[src/rtl/i2s_sample_port.sv]
// i2s_sample_port
//   Serial audio front/back end for the DSP engine.
//   Receive: deserialises the left slot of an oversampled I2S stream into a
//   parallel signed sample with a one-cycle sample_valid strobe.
//   Transmit: captures out_sample on the rising edge of engine_ready and
//   serialises it MSB-first into the next frame's left slot on i2s_sdout.
//
// Configuration macro:
//   I2S_OUT_DUP_EN  defined   : right slot repeats the left sample (mono to both DAC channels)
//                   undefined : i2s_sdout is 0 throughout the right slot
//
// Ports:
//   clk           system clock, at least 8x i2s_bclk
//   reset         asynchronous active-low reset (released through a 2-flop synchroniser)
//   i2s_bclk      I2S bit clock (asynchronous)
//   i2s_lrclk     I2S word select, low = left (asynchronous)
//   i2s_sdin      serial data from ADC (asynchronous)
//   i2s_sdout     serial data to DAC, updated after each bclk fall
//   in_sample     last captured left sample, signed
//   sample_valid  one-cycle strobe, in_sample is new
//   out_sample    processed sample from the engine
//   engine_ready  engine ready; rising edge marks out_sample valid
//   underrun      one-cycle pulse when a frame starts with no new out_sample
//
// Receive FSM:
//   state   | meaning
//   IDLE    | after reset, waiting for the first clean lrclk 1->0 delay bit
//   LEFT    | shifting left-slot data bits, MSB first
//   SKIP    | ignoring slot bits until the next left delay bit

module i2s_sample_port #(
  parameter int data_width = 16,
  parameter int slot_bits  = 32
) (
  input  logic                         clk,
  input  logic                         reset,
  input  logic                         i2s_bclk,
  input  logic                         i2s_lrclk,
  input  logic                         i2s_sdin,
  output logic                         i2s_sdout,
  output logic signed [data_width-1:0] in_sample,
  output logic                         sample_valid,
  input  logic        [data_width-1:0] out_sample,
  input  logic                         engine_ready,
  output logic                         underrun
);

  localparam int               cnt_w     = $clog2(slot_bits) + 1;
  localparam logic [cnt_w-1:0] last_bit  = cnt_w'(data_width - 1);
  localparam logic [cnt_w-1:0] width_cnt = cnt_w'(data_width);

  typedef enum logic [1:0] {
    st_idle = 2'd0,
    st_left = 2'd1,
    st_skip = 2'd2
  } state_t;

  // ---------------------------------------------------------------------
  // Reset synchroniser: assert asynchronously, release on clk
  // ---------------------------------------------------------------------
  logic [1:0] rst_pipe;
  logic       rst_n;

  always_ff @(posedge clk or negedge reset) begin
    if (!reset) rst_pipe <= 2'b00;
    else        rst_pipe <= {rst_pipe[0], 1'b1};
  end

  assign rst_n = rst_pipe[1];

  // ---------------------------------------------------------------------
  // Pin synchronisers: [0],[1] synchronise, [2] is the history stage
  // ---------------------------------------------------------------------
  logic [2:0] bclk_sr;
  logic [2:0] lrclk_sr;
  logic [2:0] sdin_sr;

  always_ff @(posedge clk or negedge rst_n) begin
    if (!rst_n) begin
      bclk_sr  <= '0;
      lrclk_sr <= '0;
      sdin_sr  <= '0;
    end else begin
      bclk_sr  <= {bclk_sr[1:0],  i2s_bclk};
      lrclk_sr <= {lrclk_sr[1:0], i2s_lrclk};
      sdin_sr  <= {sdin_sr[1:0],  i2s_sdin};
    end
  end

  logic b_rise;
  logic b_fall;
  logic lrclk_s;
  logic sdin_s;

  assign b_rise  =  bclk_sr[1] & ~bclk_sr[2];
  assign b_fall  = ~bclk_sr[1] &  bclk_sr[2];
  assign lrclk_s = lrclk_sr[2];
  assign sdin_s  = sdin_sr[2];

  // Word select as seen on the previous bclk rise; a change between two
  // rises marks the delay bit of the slot that is starting.
  logic lrclk_prev;

  always_ff @(posedge clk or negedge rst_n) begin
    if (!rst_n)      lrclk_prev <= 1'b0;
    else if (b_rise) lrclk_prev <= lrclk_s;
  end

  logic left_delay;
  logic right_delay;

  assign left_delay  = b_rise &  lrclk_prev & ~lrclk_s;
  assign right_delay = b_rise & ~lrclk_prev &  lrclk_s;

  // ---------------------------------------------------------------------
  // Receive FSM
  // ---------------------------------------------------------------------
  state_t           state;
  state_t           state_nxt;
  logic [cnt_w-1:0] bit_cnt;

  always_ff @(posedge clk or negedge rst_n) begin
    if (!rst_n) state <= st_idle;
    else        state <= state_nxt;
  end

  always_comb begin
    state_nxt = state;
    case (state)
      st_idle, st_skip: begin
        if (left_delay) state_nxt = st_left;
      end
      st_left: begin
        if (b_rise && (lrclk_s || (bit_cnt == last_bit))) state_nxt = st_skip;
      end
      default: state_nxt = st_idle;
    endcase
  end

  logic rx_start;
  logic rx_shift_en;
  logic rx_done_full;
  logic rx_done_short;

  always_comb begin
    rx_start      = 1'b0;
    rx_shift_en   = 1'b0;
    rx_done_full  = 1'b0;
    rx_done_short = 1'b0;
    case (state)
      st_idle, st_skip: begin
        rx_start = left_delay;
      end
      st_left: begin
        if (b_rise) begin
          // lrclk already high means the slot ended before data_width bits
          if (lrclk_s) begin
            rx_done_short = 1'b1;
          end else begin
            rx_shift_en  = 1'b1;
            rx_done_full = (bit_cnt == last_bit);
          end
        end
      end
      default: ;
    endcase
  end

  // ---------------------------------------------------------------------
  // Receive datapath
  // ---------------------------------------------------------------------
  logic [data_width-1:0] rx_shift;

  always_ff @(posedge clk or negedge rst_n) begin
    if (!rst_n) begin
      bit_cnt      <= '0;
      rx_shift     <= '0;
      in_sample    <= '0;
      sample_valid <= 1'b0;
    end else begin
      sample_valid <= rx_done_full | rx_done_short;
      if (rx_start) begin
        bit_cnt  <= '0;
        rx_shift <= '0;
      end else if (rx_shift_en) begin
        rx_shift <= {rx_shift[data_width-2:0], sdin_s};
        bit_cnt  <= bit_cnt + cnt_w'(1);
      end
      if (rx_done_full) begin
        in_sample <= $signed({rx_shift[data_width-2:0], sdin_s});
      end else if (rx_done_short) begin
        // left-justify the bits of a short slot, zero-filling the LSBs
        in_sample <= $signed(rx_shift << (width_cnt - bit_cnt));
      end
    end
  end

  // ---------------------------------------------------------------------
  // Transmit path
  // ---------------------------------------------------------------------
  logic                  ready_d;
  logic                  ready_rise;
  logic [data_width-1:0] tx_hold;
  logic                  tx_fresh;
  logic [data_width-1:0] tx_shift;
  logic [data_width-1:0] right_load;

  // engine_ready is generated on clk, so a plain edge detector suffices
  assign ready_rise = engine_ready & ~ready_d;

`ifdef I2S_OUT_DUP_EN
  assign right_load = tx_hold;
`else
  assign right_load = '0;
`endif

  always_ff @(posedge clk or negedge rst_n) begin
    if (!rst_n) begin
      ready_d   <= 1'b0;
      tx_hold   <= '0;
      tx_fresh  <= 1'b0;
      tx_shift  <= '0;
      i2s_sdout <= 1'b0;
      underrun  <= 1'b0;
    end else begin
      ready_d  <= engine_ready;
      underrun <= 1'b0;
      if (ready_rise) tx_hold <= out_sample;
      if (left_delay) begin
        // A sample arriving on the delay bit itself is used straight away
        // and counts as consumed, so it neither underruns nor stays fresh.
        tx_shift <= ready_rise ? out_sample : tx_hold;
        tx_fresh <= 1'b0;
        underrun <= ~(tx_fresh | ready_rise);
      end else begin
        if (ready_rise) tx_fresh <= 1'b1;
        if (right_delay) begin
          tx_shift <= right_load;
        end else if (b_fall) begin
          i2s_sdout <= tx_shift[data_width-1];
          tx_shift  <= {tx_shift[data_width-2:0], 1'b0};
        end
      end
    end
  end

endmodule

[config.mk]
export PLATFORM = sky130hd
export DESIGN_NAME = i2s_sample_port
export DESIGN_NICKNAME = d
export VERILOG_FILES = /design/src/rtl/i2s_sample_port.sv
export SDC_FILE = /design/constraint.sdc
export NUM_CORES = 1
export LEC_CHECK = 0
export ABC_CLOCK_PERIOD_IN_PS = 8200
export CAP_MARGIN = 10
export CELL_PAD_IN_SITES_DETAIL_PLACEMENT = 0
export CELL_PAD_IN_SITES_GLOBAL_PLACEMENT = 1
export CORE_ASPECT_RATIO = 0.8
export CORE_MARGIN = 2
export CORE_UTILIZATION = 49
export CTS_CLUSTER_SIZE = 14
export DETAILED_ROUTE_END_ITERATION = 10
export PLACE_DENSITY = 0.91
export RECOVER_POWER = 50
export SLEW_MARGIN = 5
export SYNTH_ARGS = -nofsm -noshare
export SYNTH_HDL_FRONTEND = slang
export SYNTH_SLANG_ARGS = --single-unit
[constraint.sdc]
create_clock -name clk -period 8.2 [get_ports clk]
set_input_delay 1.64 -clock clk [delete_from_list [all_inputs] [get_ports clk]]
set_output_delay 1.64 -clock clk [all_outputs]
set_load 0.05 [all_outputs]
==> results.json, run 1 <==
{
  "run_status": "finished, violations left",
  "violations": "capacitance limit, slew limit",
  "dr_wl_met2_mm": 4.605,
  "min_period_ps": 3407,
  "antenna_found_initial": 0,
  "rsz0062_at_grt": "false",
  "htree_levels": 3,
  "cp_data_arrival_time_ps": 3080,
  "p_sw_uw": 590.9,
  "cts_resized": 0,
  "areaGrowthSynthToFinish_pct": 16.23,
  "rows": 31,
  "grt_usage_pct": 21.80,
  "antenna_left": 0,
  "clock-sinks": 89,
  "synth_seq_cells": 89,
  "grt_max_degree": 88,
  "fp.dieArea_um2": 9975,
  "gr-total-overflow": 0,
  "clock.fmax_mhz": 293.5,
  "hp-class": "flop to flop",
  "hold_viol_final": 0,
  "synth-warning-count": 0,
  "start_util_pct": 50.03,
  "critPathLaunchType": "flop",
  "crit_required_ps": 7870,
  "synth_flop_cell": "dfrtp_1",
  "drt-initial-drc-count": 216,
  "netlist_area_um2": 4502,
  "async_flop_share_pct": 100.0,
  "swShare_pct": 37.60,
  "critical_path_class": "flop to async pin",
  "grt_pass1_wl_mm": 17.34,
  "cts_tree": "yes",
  "cts_buffer_depth": 2,
  "wl_per_cell_um": 17.75,
  "p_comb_share_pct": 36.9,
  "remaining_drc_errors": 0,
  "routed_wirelength_mm": 10.47,
  "gp_congestion": 0.9434,
  "post-route-cell-area_um2": 5233,
  "relSlewSlack_pct": -128.2,
  "worstPathMaxFanout": 87,
  "peakVddDrop_v": 0.0001917,
  "num_vias": 3376,
  "numCtsBuffers": 9,
  "slew_violations": 88,
  "firstDrtPassIters": 5,
  "grt_pass1_vias": 3357,
  "wl_met3_um": 642,
  "final_nets": 494,
  "clkTransAtPathRegs_ps": 60,
  "coreArea_um2": 8999,
  "dp_hpwl_mm": 6.973,
  "drive_gt1_share_pct": 12.84,
  "root_buffer": "clkbuf_16",
  "multi_input_area_um2": 2093,
  "placed_cell_area_um2": 4940,
  "whs_ps": 348.3,
  "postCtsSetupBuffers": 0,
  "pwr-share-clk_pct": 26.4,
  "clock_latency_ps": 340,
  "clock_skew_ps": 8.056,
  "synth_edf_count": 0,
  "leakagePower_uw": 0.002158,
  "drt-vias-per-instance": 5.722,
  "syn_avg_cell_area_um2": 10.12,
  "internal-power_uw": 980.8,
  "holdBufCountCts": 0,
  "synth_nets": 469,
  "regArea_um2": 2227,
  "die-height_um": 89.73,
  "yosysUniqueCellTypes": 61,
  "die_w_um": 111.2,
  "setup_tns_ps": 0,
  "fillCellCount": 740,
  "yosysSeqAreaShare_pct": 49.47,
  "rrSetupSlack_ps": 4790,
  "io_buffer_count": 40,
  "diodes": 0,
  "maxCapViolCount": 1,
  "wl_met1_mm": 5.080,
  "tightest_slew_ps": 3423,
  "min_period_over_period_pct": 41.54,
  "syn_inst": 445,
  "setup_viol": 0,
  "topRoutingLayerUsed": "met4",
  "p_per_area_nw_per_um2": 300.4,
  "seqPwrFrac_pct": 36.7,
  "cp-end-kind": "async pin",
  "io_pins": 41
}
path summary, 6_finish.rpt:
| check | start | end | cells past startpoint |
|---|---|---|---|
| worst min-delay path | sdin_sr[0]$_DFF_PN0_ | sdin_sr[1]$_DFF_PN0_ | 0 |
| min in group asynchronous | rst_pipe[1]$_DFF_PN0_ | lrclk_sr[0]$_DFF_PN0_ | 0 |
| max in group clk | in_sample[8]$_DFFE_PN0P_ | in_sample[8] | 1 |
| worst min register to register | sdin_sr[0]$_DFF_PN0_ | sdin_sr[1]$_DFF_PN0_ | 0 |
| worst max-delay path | rst_pipe[1]$_DFF_PN0_ | in_sample[10]$_DFFE_PN0P_ | 0 |
| worst max register to register | rst_pipe[1]$_DFF_PN0_ | in_sample[10]$_DFFE_PN0P_ | 0 |
cell usage in the layout (no fill, tap or decap), types with 6 or more instances in the layout:
master,count
clkdlybuf4s50_1,39
a21oi_1,36
clkbuf_16,9
nand2_1,73
mux2i_1,19
o21ai_0,21
nor2_1,48
xor2_1,6
dfrtp_1,89
buf_4,7
mux2_2,22
mux4_2,6
cells by family (layout without fill, tap and decap cells):
kind of cell             Yosys count  after routing  share of synthesized area, %
other                              1              1                       0.08330
AND/OR/NAND/NOR                  155            155                         15.84
adder cells (fa/ha/maj)            2              2                        0.5558
flip-flops                        89             89                         49.47
buffers and inverters             38             68                         4.030
AO/OA/AOI/OAI                     99             99                         14.17
XOR/XNOR                          13             13                         2.863
multiplexers                      48             48                         12.98
through the flow:
| stage | setup WS [ps] | total power, µW | utilization, % | cells |
|---|---|---|---|---|
| after floorplan | 5192 | 1022 | - | 445 |
| after global placement | 4998 | 1146 | 54.89 | 574 |
| after detailed placement | 4937 | 1159 | 54.89 | 574 |
| after CTS | 4979 | 1577 | 58.19 | 590 |
| after global routing | 4113 | 1650 | 58.15 | 590 |
| final | 4793 | 1572 | 58.15 | 590 |
sequential cells by signal, indices dropped and copies added, names as in the netlist, 2 cells and up:
name	cells
sdin_sr	3
in_sample	16
bclk_sr	3
state	2
rst_pipe	2
lrclk_sr	3
rx_shift	16
tx_shift	16
bit_cnt	6
tx_hold	16
metal layers:
metal	GRT usage (%)	vias up
met3	5.192	13
met1	32.36	1637
met5	0	-
met4	7.407	0
li1	-	1609
met2	31.61	117
layout make-up:
class,instances,share of cell area (%)
timing repair buffer,47,8.656
inverter,5,0.3587
clock buffer,10,4.376
multi-input combinational,318,40.00
tap,115,2.750
clock inverter,6,1.291
sequential,89,42.56
Yosys cell counts (4+ instances only):
cell type,count,share of area (%)
mux2i_1,19,4.2
nand3_1,5,0.56
nor3_1,4,0.44
a221oi_1,4,0.78
nand2_1,73,6.1
a22oi_1,5,0.83
clkbuf_1,21,1.8
o21ai_0,21,2.3
mux2_2,23,5.8
nor2_1,48,4.0
xor2_1,6,1.2
a21oi_1,36,4.0
mux4_2,6,3.0
o21ai_1,4,0.44
inv_1,4,0.33
dfrtp_1,89,49
xnor2_1,5,0.97
buf_2,7,0.78
power by group through the flow:
stage | clock [µW] | combinational [µW] | sequential [µW]
after floorplan | 0 | 357 | 665
after CTS | 422 | 579 | 577
final | 414 | 580 | 577
after detailed placement | 0 | 575 | 584
after global routing | 440 | 622 | 589
after global placement | 0 | 567 | 580
Note: power is estimated with default switching activity, not from simulation.
==> inputs of run 2 (changes only) <==
--- a/config.mk
+++ b/config.mk
@@ -5,16 +5,16 @@
 export SDC_FILE = /design/constraint.sdc
 export NUM_CORES = 1
 export LEC_CHECK = 0
-export ABC_CLOCK_PERIOD_IN_PS = 8200
+export ABC_CLOCK_PERIOD_IN_PS = 3200
 export CAP_MARGIN = 10
 export CELL_PAD_IN_SITES_DETAIL_PLACEMENT = 0
 export CELL_PAD_IN_SITES_GLOBAL_PLACEMENT = 1
 export CORE_ASPECT_RATIO = 0.8
 export CORE_MARGIN = 2
-export CORE_UTILIZATION = 49
+export CORE_UTILIZATION = 45
 export CTS_CLUSTER_SIZE = 14
 export DETAILED_ROUTE_END_ITERATION = 10
-export PLACE_DENSITY = 0.91
+export PLACE_DENSITY = 0.85
 export RECOVER_POWER = 50
 export SLEW_MARGIN = 5
 export SYNTH_ARGS = -nofsm -noshare
==> constraint.sdc (replaced) <==
create_clock -name clk -period 3.2 [get_ports clk]
set_input_delay 0.64 -clock clk [delete_from_list [all_inputs] [get_ports clk]]
set_output_delay 0.64 -clock clk [all_outputs]
set_load 0.05 [all_outputs]
==> run 2 against run 1 <==
Compared with the run above:
- the flow still finishes with violations (capacitance limit, slew limit)
- utilization decreased by 3.4 points
- combinational power rose to 2.6 times the previous value
- die area increased by 8.5%
- power rose to 2.6 times the previous value
- register-to-register slack worse by 4200 ps
- via count is 0.53% lower
- critical path type is now flop to flop
- critical endpoint is now in_sample[8]$_DFFE_PN0P_
==> results.json, run 2 (synthesized netlist as in run 1, its figures left out) <==
{
  "violations": "capacitance limit, slew limit",
  "clock_latency_ps": 330,
  "grt_usage_pct": 20.18,
  "hold_viol_final": 0,
  "firstDrtPassIters": 5,
  "worstPathCellList": "buf_4 -> clkinv_1 -> ha_1 -> xnor2_2 -> mux4_2 -> nand2_1 -> o221a_1 -> a221o_1",
  "maxCapViolCount": 1,
  "start_util_pct": 46.46,
  "areaGrowthSynthToFinish_pct": 17.82,
  "antenna_found_initial": 0,
  "critPathBufInv": 2,
  "cts_resized": 0,
  "placed_cell_area_um2": 4996,
  "die_w_um": 115.8,
  "min_period_ps": 2622,
  "setup_viol": 0,
  "cpPeakStageDelay_ps": 580,
  "holdBufCountCts": 0,
  "setup_tns_ps": 0,
  "remaining_drc_errors": 0,
  "diodes": 0,
  "critical_path_class": "flop to flop",
  "clkTransAtPathRegs_ps": 60,
  "cts_tree": "yes",
  "routed_wirelength_mm": 10.11,
  "run_status": "finished, violations left",
  "post-route-cell-area_um2": 5304,
  "critPathLaunchType": "flop",
  "rsz0062_at_grt": "false",
  "die-height_um": 93.46,
  "p_per_area_nw_per_um2": 768.2,
  "clock_skew_ps": 5.240,
  "fillCellCount": 850,
  "cp_data_arrival_time_ps": 2890,
  "leakagePower_uw": 0.002186,
  "crit_required_ps": 3470,
  "drt-vias-per-instance": 5.469,
  "rows": 32,
  "cp-end-kind": "flop",
  "io_pins": 41,
  "final_common_cell": "dfrtp_1",
  "final_nets": 498,
  "coreArea_um2": 9689,
  "worstPathMaxFanout": 10,
  "rrSetupSlack_ps": 580,
  "clock.fmax_mhz": 381.4,
  "cpMaxStageDelayCell": "mux4_2",
  "min_period_over_period_pct": 81.94,
  "hp-class": "flop to flop",
  "num_vias": 3358,
  "numCtsBuffers": 9,
  "drt-initial-drc-count": 225,
  "root_buffer": "clkbuf_16",
  "postCtsSetupBuffers": 0,
  "grt_pass1_wl_mm": 16.85,
  "wl_per_cell_um": 16.47,
  "mostFrequentLayoutCells": "dfrtp_1 (88), nand2_1 (73), nor2_1 (48)",
  "grt_max_degree": 88,
  "clock-sinks": 89,
  "gp_congestion": 0.9736,
  "grt_pass1_vias": 3207,
  "cts_buffer_depth": 2,
  "slew_violations": 88,
  "fp.dieArea_um2": 10830,
  "dp_hpwl_mm": 7.075,
  "antenna_left": 0,
  "peakVddDrop_v": 0.0003388,
  "gr-total-overflow": 0,
  "crit_family": "multiplexers",
  "htree_levels": 3,
  "relSlewSlack_pct": -20.78,
  "tightest_slew_ps": 1812,
  "io_buffer_count": 40,
  "drive_gt1_share_pct": 13.81
}
==> run 2: cell types whose count changed in the layout (fill, tap and decap cells not counted), sizes merged <==
cell	delta
clkinvlp	-1
buf	+4
inv	-2
clkdlybuf4s50	-4
dlygate4sd3	+4
bufinv	+1
clkinv	+1
==> run 2: stage by stage <==
step / instances / setup slack (ps) / utilization [%] / hold WS [ps] / power, µW
floorplan: 445 / 537.5 / - / 331.2 / 2619
global placement: 599 / 644.7 / 51.56 / 334.3 / 2973
detailed placement: 599 / 619.2 / 51.56 / 334.7 / 2991
CTS: 614 / 595.8 / 54.77 / 348.7 / 4112
global route: 614 / 350.7 / 54.74 / 364.1 / 4304
finish: 614 / 578.0 / 54.74 / 347.0 / 4075
==> run 2: layer usage <==
| metal | vias to the layer above | global-route usage, % | share of wire [%] | wire [µm] |
|---|---|---|---|---|
| met5 | - | 0 | 0 | 0 |
| met4 | 0 | 7.143 | 1.0 | 106 |
| met3 | 8 | 4.407 | 8.0 | 811 |
| met2 | 123 | 28.41 | 43 | 4352 |
| met1 | 1608 | 30.51 | 48 | 4841 |
| li1 | 1619 | - | - | - |
==> run 2: path summary, 6_finish.rpt <==
kind                       cells past startpoint                   start                       end
setup / recovery                               8  bit_cnt[0]$_DFFE_PN0P_  in_sample[8]$_DFFE_PN0P_
hold / removal                                 0   lrclk_sr[0]$_DFF_PN0_     lrclk_sr[1]$_DFF_PN0_
setup reg to reg                               8  bit_cnt[0]$_DFFE_PN0P_  in_sample[8]$_DFFE_PN0P_
hold reg to reg                                0   lrclk_sr[0]$_DFF_PN0_     lrclk_sr[1]$_DFF_PN0_
max in group asynchronous                      0   rst_pipe[1]$_DFF_PN0_         ready_d$_DFF_PN0_
min in group asynchronous                      1                   reset     rst_pipe[0]$_DFF_PN0_
==> run 2: area by class of cell <==
type,instances,area (µm²),share of cell area [%]
clock inverter,5,81.33,1.533
multi-input combinational,318,2093,39.47
sequential,89,2228,42.01
tap,136,170.2,3.208
clock buffer,10,229.0,4.317
timing repair buffer,51,483.0,9.106
inverter,5,18.77,0.3539
==> run 2: worst register-to-register path: stages (launching register included) <==
cell and delay [ps]:
dfrtp_1 340, buf_4 170, clkinv_1 220, ha_1 370, xnor2_2 500, mux4_2 580
nand2_1 80, o221a_1 160, a221o_1 130
==> run 2: report_power, final <==
group          total, µW  leakage, µW  switching, µW  internal [µW]
sequential          1480      0.00110            159           1320
clock               1100     0.000149            415            680
combinational       1500     0.000934            893            607
